<file path="config.mk">
export PLATFORM = sky130hd
export DESIGN_NAME = wb_port_arbiter
export DESIGN_NICKNAME = d
export VERILOG_FILES = /design/src/rtl/wb_arb_pkg.sv /design/src/rtl/wb_req_fifo.sv /design/src/rtl/wb_port_arbiter.sv
export SDC_FILE = /design/constraint.sdc
export NUM_CORES = 1
export LEC_CHECK = 0
export BUFFER_PORTS_ARGS = -buffer_cell sky130_fd_sc_hd__buf_2
export CAP_MARGIN = 20
export CORE_MARGIN = 3
export CORE_UTILIZATION = 34
export DETAILED_ROUTE_END_ITERATION = 16
export PLACE_DENSITY = 0.6
export SETUP_SLACK_MARGIN = 0.1
export SLEW_MARGIN = 20
export SYNTH_ARGS = -nofsm -noshare
export SYNTH_HDL_FRONTEND = slang
export SYNTH_SLANG_ARGS = --single-unit
</file>
<file path="constraint.sdc">
create_clock -name clk -period 3.6 [get_ports clk]
set_clock_uncertainty 0.1 [all_clocks]
set_input_delay 0.36 -clock clk [delete_from_list [all_inputs] [get_ports clk]]
set_output_delay 0.36 -clock clk [all_outputs]
set_load 0.005 [all_outputs]
</file>
<file path="src/rtl/wb_arb_pkg.sv">
// ============================================================================
// Module  : wb_arb_pkg
// Brief   : Shared widths and types for the register-file write-port arbiter.
// Revision: 1.0 - initial release
// ============================================================================
`default_nettype none

package wb_arb_pkg;

  localparam int XLEN   = 32;
  localparam int REG_AW = 5;

  typedef struct packed {
    logic [REG_AW-1:0] rd;
    logic [XLEN-1:0]   wd;
  } wb_req_t;

  typedef struct packed {
    logic    valid;
    logic    killed;
    wb_req_t req;
  } wb_q_entry_t;

  function automatic logic entry_live(input wb_q_entry_t e);
    return e.valid && !e.killed;
  endfunction

endpackage

`default_nettype wire

</file>
<file path="src/rtl/wb_req_fifo.sv">
// ============================================================================
// Module  : wb_req_fifo
// Brief   : Circular queue of secondary write results with per-entry kill bits
//           and a parallel destination-register compare.
// Revision: 1.0 - initial release
// ============================================================================
`default_nettype none

import wb_arb_pkg::*;

module wb_req_fifo #(
  parameter int DEPTH = 2
) (
  input  logic              clk,
  input  logic              reset,
  input  logic              push_i,
  input  wb_req_t           push_req_i,
  input  logic              push_killed_i,
  input  logic              pop_i,
  input  logic [DEPTH-1:0]  kill_i,
  input  logic [REG_AW-1:0] cmp_rd_i,
  output logic [DEPTH-1:0]  match_o,
  output wb_q_entry_t       head_o,
  output logic              full_o,
  output logic              empty_o,
  output logic              pending_o
);

  localparam int AW = $clog2(DEPTH);

  logic [AW:0]      wr_ptr_q;
  logic [AW:0]      rd_ptr_q;
  wb_q_entry_t      mem_q [DEPTH];
  logic [DEPTH-1:0] w_live;

  // Extra pointer MSB distinguishes full from empty when the indices coincide.
  assign full_o  = (wr_ptr_q[AW] != rd_ptr_q[AW]) &&
                   (wr_ptr_q[AW-1:0] == rd_ptr_q[AW-1:0]);
  assign empty_o = (wr_ptr_q == rd_ptr_q);
  assign head_o  = mem_q[rd_ptr_q[AW-1:0]];

  for (genvar i = 0; i < DEPTH; i++) begin : g_entry
    assign match_o[i] = mem_q[i].valid && (mem_q[i].req.rd == cmp_rd_i);
    assign w_live[i]  = entry_live(mem_q[i]);
  end

  assign pending_o = |w_live;

  always_ff @(posedge clk) begin
    if (reset) begin
      wr_ptr_q <= '0;
      rd_ptr_q <= '0;
      for (int i = 0; i < DEPTH; i++) begin
        mem_q[i] <= '0;
      end
    end else begin
      for (int i = 0; i < DEPTH; i++) begin
        if (kill_i[i]) begin
          mem_q[i].killed <= 1'b1;
        end
      end
      if (pop_i && !empty_o) begin
        mem_q[rd_ptr_q[AW-1:0]].valid <= 1'b0;
        rd_ptr_q <= rd_ptr_q + 1'b1;
      end
      if (push_i && !full_o) begin
        mem_q[wr_ptr_q[AW-1:0]] <= '{valid: 1'b1, killed: push_killed_i, req: push_req_i};
        wr_ptr_q <= wr_ptr_q + 1'b1;
      end
    end
  end

endmodule

`default_nettype wire

</file>
<file path="src/rtl/wb_port_arbiter.sv">
// ============================================================================
// Module  : wb_port_arbiter
// Brief   : Shares the register-file write port between writeback and a queued
//           secondary result source. Optional starvation guard is enabled by
//           defining WB_ARB_STARVE_GUARD_EN.
// Revision: 1.0 - initial release
// ============================================================================
`default_nettype none

import wb_arb_pkg::*;

module wb_port_arbiter #(
  parameter int DEPTH      = 2,
  parameter int STARVE_MAX = 4
) (
  input  logic              clk,
  input  logic              reset,
  input  logic              p_we,
  input  logic [REG_AW-1:0] p_rd,
  input  logic [XLEN-1:0]   p_wd,
  input  logic              s_valid,
  input  logic [REG_AW-1:0] s_rd,
  input  logic [XLEN-1:0]   s_wd,
  output logic              s_ready,
  output logic              stall,
  output logic              we3,
  output logic [REG_AW-1:0] a3,
  output logic [XLEN-1:0]   wd3,
  output logic              s_pending
);

  typedef logic [$clog2(STARVE_MAX+1)-1:0] starve_cnt_t;

  logic             w_full;
  logic             w_empty;
  logic             w_pending;
  logic [DEPTH-1:0] w_match;
  logic [DEPTH-1:0] w_kill;
  wb_q_entry_t      w_head;
  logic             w_p_req;
  logic             w_head_live;
  logic             w_trip;
  logic             w_pop;
  logic             w_p_grant;
  logic             w_push;
  logic             w_push_killed;

  assign w_p_req     = p_we && (p_rd != '0);
  assign w_head_live = !w_empty && w_head.valid && !w_head.killed;

  always_comb begin
    we3       = 1'b0;
    a3        = '0;
    wd3       = '0;
    stall     = 1'b0;
    w_pop     = 1'b0;
    w_p_grant = 1'b0;
    if (!reset) begin
      if (w_trip) begin
        we3   = 1'b1;
        a3    = w_head.req.rd;
        wd3   = w_head.req.wd;
        stall = 1'b1;
        w_pop = 1'b1;
      end else if (w_p_req) begin
        we3       = 1'b1;
        a3        = p_rd;
        wd3       = p_wd;
        w_p_grant = 1'b1;
      end else if (w_head_live) begin
        we3   = 1'b1;
        a3    = w_head.req.rd;
        wd3   = w_head.req.wd;
        w_pop = 1'b1;
      end else if (!w_empty) begin
        w_pop = 1'b1;
      end
    end
  end

  // Queued results are older than WB, so a P write to the same rd retires them.
  assign w_kill        = w_match & {DEPTH{w_p_grant}};
  assign w_push_killed = w_p_grant && (s_rd == p_rd);
  assign s_ready       = !w_full && !reset;
  assign w_push        = s_valid && s_ready && (s_rd != '0);
  assign s_pending     = w_pending && !reset;

  wb_req_fifo #(
    .DEPTH (DEPTH)
  ) u_fifo (
    .clk           (clk),
    .reset         (reset),
    .push_i        (w_push),
    .push_req_i    ('{rd: s_rd, wd: s_wd}),
    .push_killed_i (w_push_killed),
    .pop_i         (w_pop),
    .kill_i        (w_kill),
    .cmp_rd_i      (p_rd),
    .match_o       (w_match),
    .head_o        (w_head),
    .full_o        (w_full),
    .empty_o       (w_empty),
    .pending_o     (w_pending)
  );

`ifdef WB_ARB_STARVE_GUARD_EN
  localparam starve_cnt_t C_STARVE_MAX = starve_cnt_t'(STARVE_MAX);

  starve_cnt_t starve_q;
  starve_cnt_t starve_d;

  assign w_trip = w_head_live && (starve_q == C_STARVE_MAX) && w_p_req;

  // A live head that is not beaten by P is being granted, so anything else clears.
  always_comb begin
    starve_d = '0;
    if (w_head_live && w_p_grant) begin
      starve_d = (starve_q == C_STARVE_MAX) ? starve_q : starve_q + 1'b1;
    end
  end

  always_ff @(posedge clk) begin
    if (reset) begin
      starve_q <= '0;
    end else begin
      starve_q <= starve_d;
    end
  end
`else
  assign w_trip = 1'b0;
`endif

endmodule

`default_nettype wire

</file>
==> impl_metrics.prom, run 1 <==
# TYPE chip_impl_metric gauge
chip_impl_metric{name="floorplan.die.height",unit="um"} 117
chip_impl_info{name="crit_path_cell_trace",value="or3b_2, a22o_1, nor2_1, nand2_1, buf_4, o21ai_0, buf_2"} 1
chip_impl_metric{name="drive_gt1_share",unit="%"} 30.7
chip_impl_metric{name="synth.yosys.seq_area_share",unit="%"} 58.1
chip_impl_info{name="yosys_most_used_dff",value="edfxtp_1"} 1
chip_impl_info{name="grt_setup_unrepaired",value="no"} 1
chip_impl_metric{name="drt_pre_antenna_iters",unit=""} 4
chip_impl_metric{name="synth.net_count",unit=""} 440
chip_impl_metric{name="htree_num_levels",unit=""} 3
chip_impl_metric{name="cts-root-to-sink-buffers",unit=""} 2
chip_impl_metric{name="antenna_found_initial",unit=""} 0
chip_impl_metric{name="data_required_time_of_the_critical_path",unit="ns"} 3.14
chip_impl_metric{name="first_global_vias",unit=""} 2905
chip_impl_info{name="startpoint_type",value="flop"} 1
chip_impl_info{name="synth_top_family_by_area",value="simple AND/OR/NAND/NOR gates"} 1
chip_impl_metric{name="ir_drop",unit="mV"} 0.194
chip_impl_metric{name="power.clock.fraction",unit="%"} 39.4
chip_impl_metric{name="netSwitchingFraction",unit="%"} 23.8
chip_impl_metric{name="routed-via-count",unit=""} 2968
chip_impl_metric{name="worstPathMaxFanout",unit=""} 21
chip_impl_metric{name="post_synth_mux_area_share",unit="%"} 8.88
chip_impl_metric{name="synth_xor_area_share",unit="%"} 4.41
chip_impl_metric{name="postCtsResizedCells",unit=""} 0
chip_impl_metric{name="fmax",unit="MHz"} 327
chip_impl_metric{name="grt_first_pass_wirelength",unit="um"} 14700
chip_impl_metric{name="layout_overhead_on_the_synthesized_area",unit="%"} 24.7
chip_impl_info{name="path_delay_family",value="simple AND/OR/NAND/NOR gates"} 1
chip_impl_metric{name="cts_hold_buf",unit=""} 0
chip_impl_metric{name="synth_compound_area_share",unit="%"} 6.60
chip_impl_info{name="run_status",value="finished, final reports clean"} 1
chip_impl_metric{name="yosysWarnings",unit=""} 0
chip_impl_metric{name="syn-mean-instance-area",unit="um^2"} 11.5
chip_impl_metric{name="drt_drc_violations_left",unit=""} 0
chip_impl_info{name="min-delay-path-class",value="in2reg"} 1
chip_impl_metric{name="setup_violations",unit=""} 0
chip_impl_metric{name="floorplan.io_pins",unit=""} 119
chip_impl_metric{name="die_x",unit="um"} 117
chip_impl_metric{name="critPathMaxStageDelay",unit="ns"} 0.48
chip_impl_metric{name="place.gp.congestion",unit=""} 0.797
chip_impl_metric{name="finalNetCount",unit=""} 552
chip_impl_metric{name="leakage_power",unit="nW"} 2.14
chip_impl_metric{name="cp_num_buf_inv",unit=""} 2
chip_impl_metric{name="row_count",unit=""} 39
chip_impl_metric{name="fin_setup_tns",unit="ns"} 0
chip_impl_metric{name="power_per_cell_area",unit="mW/mm^2"} 477
chip_impl_metric{name="cp_data_arrival_time",unit="ns"} 2.60
chip_impl_info{name="critical_path_class",value="reg2out"} 1
chip_impl_metric{name="async_reset_ff_share",unit="%"} 0
chip_impl_metric{name="pwr-share-seq",unit="%"} 46.6
chip_impl_metric{name="dp_hpwl",unit="um"} 6590
chip_impl_metric{name="finalCritPeriodShare",unit="%"} 85.0
chip_impl_info{name="cp-end-kind",value="primary output"} 1
chip_impl_metric{name="port-buffer-count",unit=""} 117
chip_impl_metric{name="synth.distinct_cells",unit=""} 37
chip_impl_metric{name="routed_wire_length_per_instance",unit="um"} 15.7
chip_impl_metric{name="multi_input_comb_area",unit="mm^2"} 0.00165
chip_impl_metric{name="fill_cells",unit=""} 1132
chip_impl_metric{name="core_area",unit="mm^2"} 0.0117
chip_impl_info{name="layout_commonest_cell",value="buf_2"} 1
chip_impl_metric{name="power.net_switching",unit="W"} 0.000590
chip_impl_metric{name="fp.dieArea",unit="mm^2"} 0.0136
chip_impl_metric{name="maximum_number_of_pins_on_one_net_before_global_route_repair",unit=""} 41
chip_impl_metric{name="post_cts_buffers",unit=""} 0
chip_impl_metric{name="instances_no_fill",unit=""} 622
chip_impl_info{name="most-common-layout-cells",value="buf_2 (117), edfxtp_1 (76), and2_1 (74)"} 1
chip_impl_metric{name="number_of_routed_nets_with_antenna_violations",unit=""} 0
chip_impl_metric{name="cts.sink_count",unit=""} 83
chip_impl_metric{name="floorplan.initialDensity",unit="%"} 35.6
chip_impl_metric{name="synth.cell_area",unit="mm^2"} 0.00417
chip_impl_metric{name="first_iteration_detailed_routing_drc_count",unit=""} 128
chip_impl_metric{name="finalHoldViolations",unit=""} 0
chip_impl_metric{name="postSynthRegisterBits",unit=""} 83
chip_impl_metric{name="number_of_vias_per_cell_after_detailed_routing",unit=""} 4.77
chip_impl_metric{name="finalWirelength",unit="um"} 9780
chip_impl_metric{name="max_cap_viol_count",unit=""} 0
chip_impl_metric{name="max_slew.worst_pin.slew",unit="ns"} 0.998
chip_impl_metric{name="clock_insertion_delay_worst_skew",unit="ns"} 0.33
chip_impl_metric{name="tritoncts.num_buffers",unit=""} 9
chip_impl_metric{name="flip_flop_and_latch_area",unit="mm^2"} 0.00242
chip_impl_metric{name="synth_enable_flop_cells",unit=""} 76
chip_impl_metric{name="intPower",unit="W"} 0.00189
chip_impl_info{name="clock_tree.root_cell",value="clkbuf_16"} 1
chip_impl_info{name="critical_path.slowest_cell",value="or3b_2"} 1
chip_impl_info{name="cts_tree",value="yes"} 1
chip_impl_metric{name="clock_pin_slew_on_the_worst_setup_and_hold_paths",unit="ns"} 0.06
chip_impl_metric{name="instance_count_of_the_mapped_netlist",unit=""} 362
chip_impl_metric{name="synth-simple-area-share",unit="%"} 19.5
chip_impl_metric{name="slew_headroom",unit="%"} 33.3
chip_impl_metric{name="placedCellCount",unit=""} 606
chip_impl_metric{name="grt-ovfl-total",unit=""} 0
chip_impl_metric{name="drv_slew",unit=""} 0
chip_impl_metric{name="grt_usage",unit="%"} 14.2
chip_impl_metric{name="combinationalPowerShare",unit="%"} 14.0
chip_impl_metric{name="final.min_clock_period",unit="ns"} 3.06
chip_impl_metric{name="synth_fa_ha_area_share",unit="%"} 0
chip_impl_metric{name="antenna_fix_cells",unit=""} 0
## path summary, 6_finish.rpt
| path | startpoint | endpoint | slack, ns | cells past startpoint |
|---|---|---|---|---|
| setup / recovery | u_fifo.mem_q[0][38]$_SDFFE_PN1P_ | wd3[13] | 0.54 | 7 |
| hold / removal | s_wd[3] | u_fifo.mem_q[0][3]$_DFFE_PP_ | 0.22 | 2 |
| setup reg to reg | u_fifo.wr_ptr_q[0]$_SDFFE_PP0P_ | u_fifo.mem_q[0][35]$_DFFE_PP_ | 1.25 | 5 |
| hold reg to reg | u_fifo.mem_q[0][38]$_SDFFE_PN1P_ | u_fifo.mem_q[0][38]$_SDFFE_PN1P_ | 0.43 | 2 |
## cell families (layout without fill, tap and decap cells)
logic type                after synthesis  in the layout
AOI/OAI and AO/OA                      49             49
xor gates and xnor gates               21             21
buffers and inverters                  22            139
DFF                                    83             83
muxes                                  37             37
other                                   1              1
and+or+nand+nor                       149            149
## routing by layer
layer  up-vias  track usage (%)  part of all wire, %
met4         0             4.13                 0.49
met2        84             24.8                   49
met3         5             2.85                  5.3
met1      1393             17.7                   45
li1       1486                -                    -
met5         -                0                    0
## synthesized netlist by cell type (all sizes together), types with 2 or more instances
cell type	n	area [um^2]
edfxtp	76	2280
and2	74	463
nand2	46	173
o21ai	38	201
mux2i	37	370
xor2	14	123
clkbuf	13	50.0
nor2	11	43.8
buf	8	48.8
a21oi	7	38.8
dfxtp	7	140
xnor2	7	61.3
and4	3	26.3
nand2b	2	12.5
nand3	2	10.0
nand3b	2	15.0
nor4	2	12.5
or4	2	18.8
## stage by stage
step	hold slack (ns)	setup slack, ns	instance area (um^2)	power, W	util [%]
6_report	0.215	0.539	5200	0.00248	44.4
4_1_cts	0.206	0.510	5200	0.00251	44.4
3_3_place_gp	0.407	0.845	4880	0.00152	41.7
3_5_place_dp	0.418	0.798	4880	0.00153	41.7
2_1_floorplan	0.365	0.891	4170	0.00139	-
5_1_grt	0.216	0.335	5200	0.00258	44.4
## sequential cells by signal, indices dropped and copies added, names as in the netlist, named ones only
signal	flops
u_fifo.mem_q	78
u_fifo.rd_ptr_q	2
u_fifo.wr_ptr_q	2
## power groups by stage
stage / Clock, W / Combinational (W) / Sequential [W]
global route: 0.00103 / 0.000388 / 0.00116
global placement: 0 / 0.000350 / 0.00117
detailed placement: 0 / 0.000356 / 0.00118
CTS: 0.000998 / 0.000357 / 0.00116
floorplan: 0 / 0.000221 / 0.00117
finish: 0.000976 / 0.000347 / 0.00115
## layout make-up
cell class / instances / share of cell area (%)
clock buffers: 10 / 4.40
clock inverters: 6 / 1.73
inverters: 1 / 0.0722
multi-input cells: 257 / 31.7
flip-flops and latches: 83 / 46.6
well taps: 143 / 3.44
repair buffers: 122 / 12.0
No activity file was read; power rests on OpenSTA's default activity.
==> run 2: changes to the inputs <==
--- a/config.mk
+++ b/config.mk
@@ -11,6 +11,7 @@
 export CORE_UTILIZATION = 34
 export DETAILED_ROUTE_END_ITERATION = 16
 export PLACE_DENSITY = 0.6
+export REMOVE_ABC_BUFFERS = 1
 export SETUP_SLACK_MARGIN = 0.1
 export SLEW_MARGIN = 20
 export SYNTH_ARGS = -nofsm -noshare
==> impl_metrics.prom, run 2 (synthesis gave the netlist of run 1 again) <==
# TYPE chip_impl_metric gauge
chip_impl_info{name="run_status",value="finished, final reports clean"} 1
chip_impl_metric{name="cts_hold_buf",unit=""} 0
chip_impl_metric{name="reg2reg_depth",unit=""} 5
chip_impl_metric{name="place_worst_setup_slack",unit="ns"} 0.578
chip_impl_metric{name="slew_headroom",unit="%"} 46.3
chip_impl_metric{name="fin_setup_tns",unit="ns"} 0
chip_impl_info{name="min-delay-path-class",value="in2reg"} 1
chip_impl_metric{name="flip_flop_and_latch_area",unit="mm^2"} 0.00242
chip_impl_metric{name="finalPower",unit="W"} 0.00241
chip_impl_metric{name="grt_usage",unit="%"} 15.1
chip_impl_metric{name="row_count",unit=""} 39
chip_impl_metric{name="routed-via-count",unit=""} 2988
chip_impl_metric{name="setup_violations",unit=""} 0
chip_impl_metric{name="dp_hpwl",unit="um"} 6560
chip_impl_info{name="biggestRegsByFlops",value="u_fifo.mem_q x78, u_fifo.rd_ptr_q x2, u_fifo.wr_ptr_q x2"} 1
chip_impl_info{name="cts_tree",value="yes"} 1
chip_impl_metric{name="max_slew.worst_pin.slew",unit="ns"} 0.803
chip_impl_metric{name="drt_pre_antenna_iters",unit=""} 4
chip_impl_metric{name="place.gp.congestion",unit=""} 0.789
chip_impl_metric{name="antenna_found_initial",unit=""} 0
chip_impl_metric{name="holdPathStages",unit=""} 2
chip_impl_metric{name="cts.sink_count",unit=""} 83
chip_impl_metric{name="clock_insertion_delay_worst_skew",unit="ns"} 0.33
chip_impl_metric{name="final.min_clock_period",unit="ns"} 3.17
chip_impl_metric{name="cp_data_arrival_time",unit="ns"} 2.71
chip_impl_info{name="most-common-layout-cells",value="buf_2 (117), edfxtp_1 (76), and2_1 (74)"} 1
chip_impl_metric{name="fp.dieArea",unit="mm^2"} 0.0136
chip_impl_info{name="clock_tree.root_cell",value="clkbuf_16"} 1
chip_impl_metric{name="antenna_fix_cells",unit=""} 0
chip_impl_metric{name="leakage_power",unit="nW"} 2.13
chip_impl_metric{name="worstPathMaxFanout",unit=""} 23
chip_impl_metric{name="fill_cells",unit=""} 1149
chip_impl_metric{name="core_area",unit="mm^2"} 0.0117
chip_impl_metric{name="maximum_number_of_pins_on_one_net_before_global_route_repair",unit=""} 41
chip_impl_metric{name="power_per_cell_area",unit="mW/mm^2"} 466
chip_impl_metric{name="finalCritPeriodShare",unit="%"} 87.9
chip_impl_metric{name="layout_overhead_on_the_synthesized_area",unit="%"} 24.2
chip_impl_metric{name="ir_drop",unit="mV"} 0.208
chip_impl_metric{name="die_x",unit="um"} 117
chip_impl_metric{name="tritoncts.num_buffers",unit=""} 9
chip_impl_info{name="layout_commonest_cell",value="buf_2"} 1
chip_impl_metric{name="drive_gt1_share",unit="%"} 30.6
chip_impl_metric{name="instances_no_fill",unit=""} 623
chip_impl_metric{name="floorplan.io_pins",unit=""} 119
chip_impl_metric{name="multi_input_comb_area",unit="mm^2"} 0.00165
chip_impl_metric{name="placedCellCount",unit=""} 607
chip_impl_metric{name="number_of_routed_nets_with_antenna_violations",unit=""} 0
chip_impl_metric{name="grt-ovfl-total",unit=""} 0
chip_impl_metric{name="finalHoldViolations",unit=""} 0
chip_impl_info{name="grt_setup_unrepaired",value="no"} 1
chip_impl_metric{name="grt_first_pass_wirelength",unit="um"} 15600
chip_impl_metric{name="floorplan.die.height",unit="um"} 117
chip_impl_metric{name="port-buffer-count",unit=""} 117
chip_impl_metric{name="largest_register_ffs",unit=""} 78
chip_impl_metric{name="number_of_vias_per_cell_after_detailed_routing",unit=""} 4.80
chip_impl_metric{name="finalNetCount",unit=""} 553
chip_impl_metric{name="first_iteration_detailed_routing_drc_count",unit=""} 145
chip_impl_metric{name="drt_drc_violations_left",unit=""} 0
chip_impl_metric{name="fmax",unit="MHz"} 316
chip_impl_info{name="critical_path_class",value="reg2out"} 1
chip_impl_info{name="cp-end-kind",value="primary output"} 1
chip_impl_metric{name="floorplan.initialDensity",unit="%"} 35.6
chip_impl_metric{name="htree_num_levels",unit=""} 3
chip_impl_info{name="regMostFlops",value="u_fifo.mem_q"} 1
chip_impl_metric{name="clock_pin_slew_on_the_worst_setup_and_hold_paths",unit="ns"} 0.06
chip_impl_metric{name="routed_wire_length_per_instance",unit="um"} 15.8
chip_impl_metric{name="finalWirelength",unit="um"} 9860
chip_impl_metric{name="reg2reg_slack",unit="ns"} 1.17
chip_impl_metric{name="first_global_vias",unit=""} 2998
chip_impl_metric{name="cts-root-to-sink-buffers",unit=""} 2
chip_impl_metric{name="post_cts_buffers",unit=""} 0
chip_impl_metric{name="data_required_time_of_the_critical_path",unit="ns"} 3.14
chip_impl_metric{name="drv_slew",unit=""} 0
chip_impl_metric{name="max_cap_viol_count",unit=""} 0
chip_impl_metric{name="finalWorstSetupSlack",unit="ns"} 0.434
chip_impl_metric{name="postCtsResizedCells",unit=""} 0
chip_impl_info{name="startpoint_type",value="flop"} 1
-- run 2: worst max-delay path, stage by stage (launching register included) --
cell and delay, ns:
dfxtp_1 0.37, or3b_2 0.45, a22o_1 0.25, nor2_1 0.10, nand2_1 0.47, buf_4 0.40, o21ai_0 0.19, buf_2 0.14
-- run 2: worst paths after layout --
path / end / from
hold / removal: u_fifo.mem_q[0][31]$_DFFE_PP_ / s_wd[31]
hold reg to reg: u_fifo.mem_q[0][38]$_SDFFE_PN1P_ / u_fifo.mem_q[0][38]$_SDFFE_PN1P_
setup reg to reg: u_fifo.mem_q[0][36]$_DFFE_PP_ / u_fifo.wr_ptr_q[0]$_SDFFE_PP0P_
setup / recovery: wd3[18] / u_fifo.mem_q[0][38]$_SDFFE_PN1P_
-- run 2: layout make-up --
| cell class | count | share of cell area [%] |
|---|---|---|
| clock buffers | 10 | 4.42 |
| clock inverters | 6 | 1.23 |
| inverters | 1 | 0.0725 |
| multi-input cells | 257 | 31.9 |
| flip-flops and latches | 83 | 46.8 |
| well taps | 143 | 3.45 |
| repair buffers | 123 | 12.2 |
-- run 2: power by group --
| part | switching [W] | leakage, nW | internal, W |
|---|---|---|---|
| registers | 0.0000261 | 0.853 | 0.00113 |
| clock network | 0.000369 | 0.141 | 0.000539 |
| logic | 0.000198 | 1.14 | 0.000153 |
| total | 0.000593 | 2.13 | 0.00182 |
-- run 2: per-layer routing --
metal  GRT usage [%]  wire (um)  up-vias
met4            5.43        134        0
met2            24.1       4520      114
li1                -          -     1490
met3            3.21        656       11
met1            20.3       4550     1373
met5               0          0        -
-- run 2: per-stage QoR --
step | cell area, um^2 | utilization (%) | hold WS, ns
after floorplan | 4070 | - | 0.329
after global placement | 4890 | 41.7 | 0.385
after detailed placement | 4890 | 41.7 | 0.415
after CTS | 5180 | 44.2 | 0.201
after global routing | 5180 | 44.2 | 0.209
final | 5180 | 44.2 | 0.212
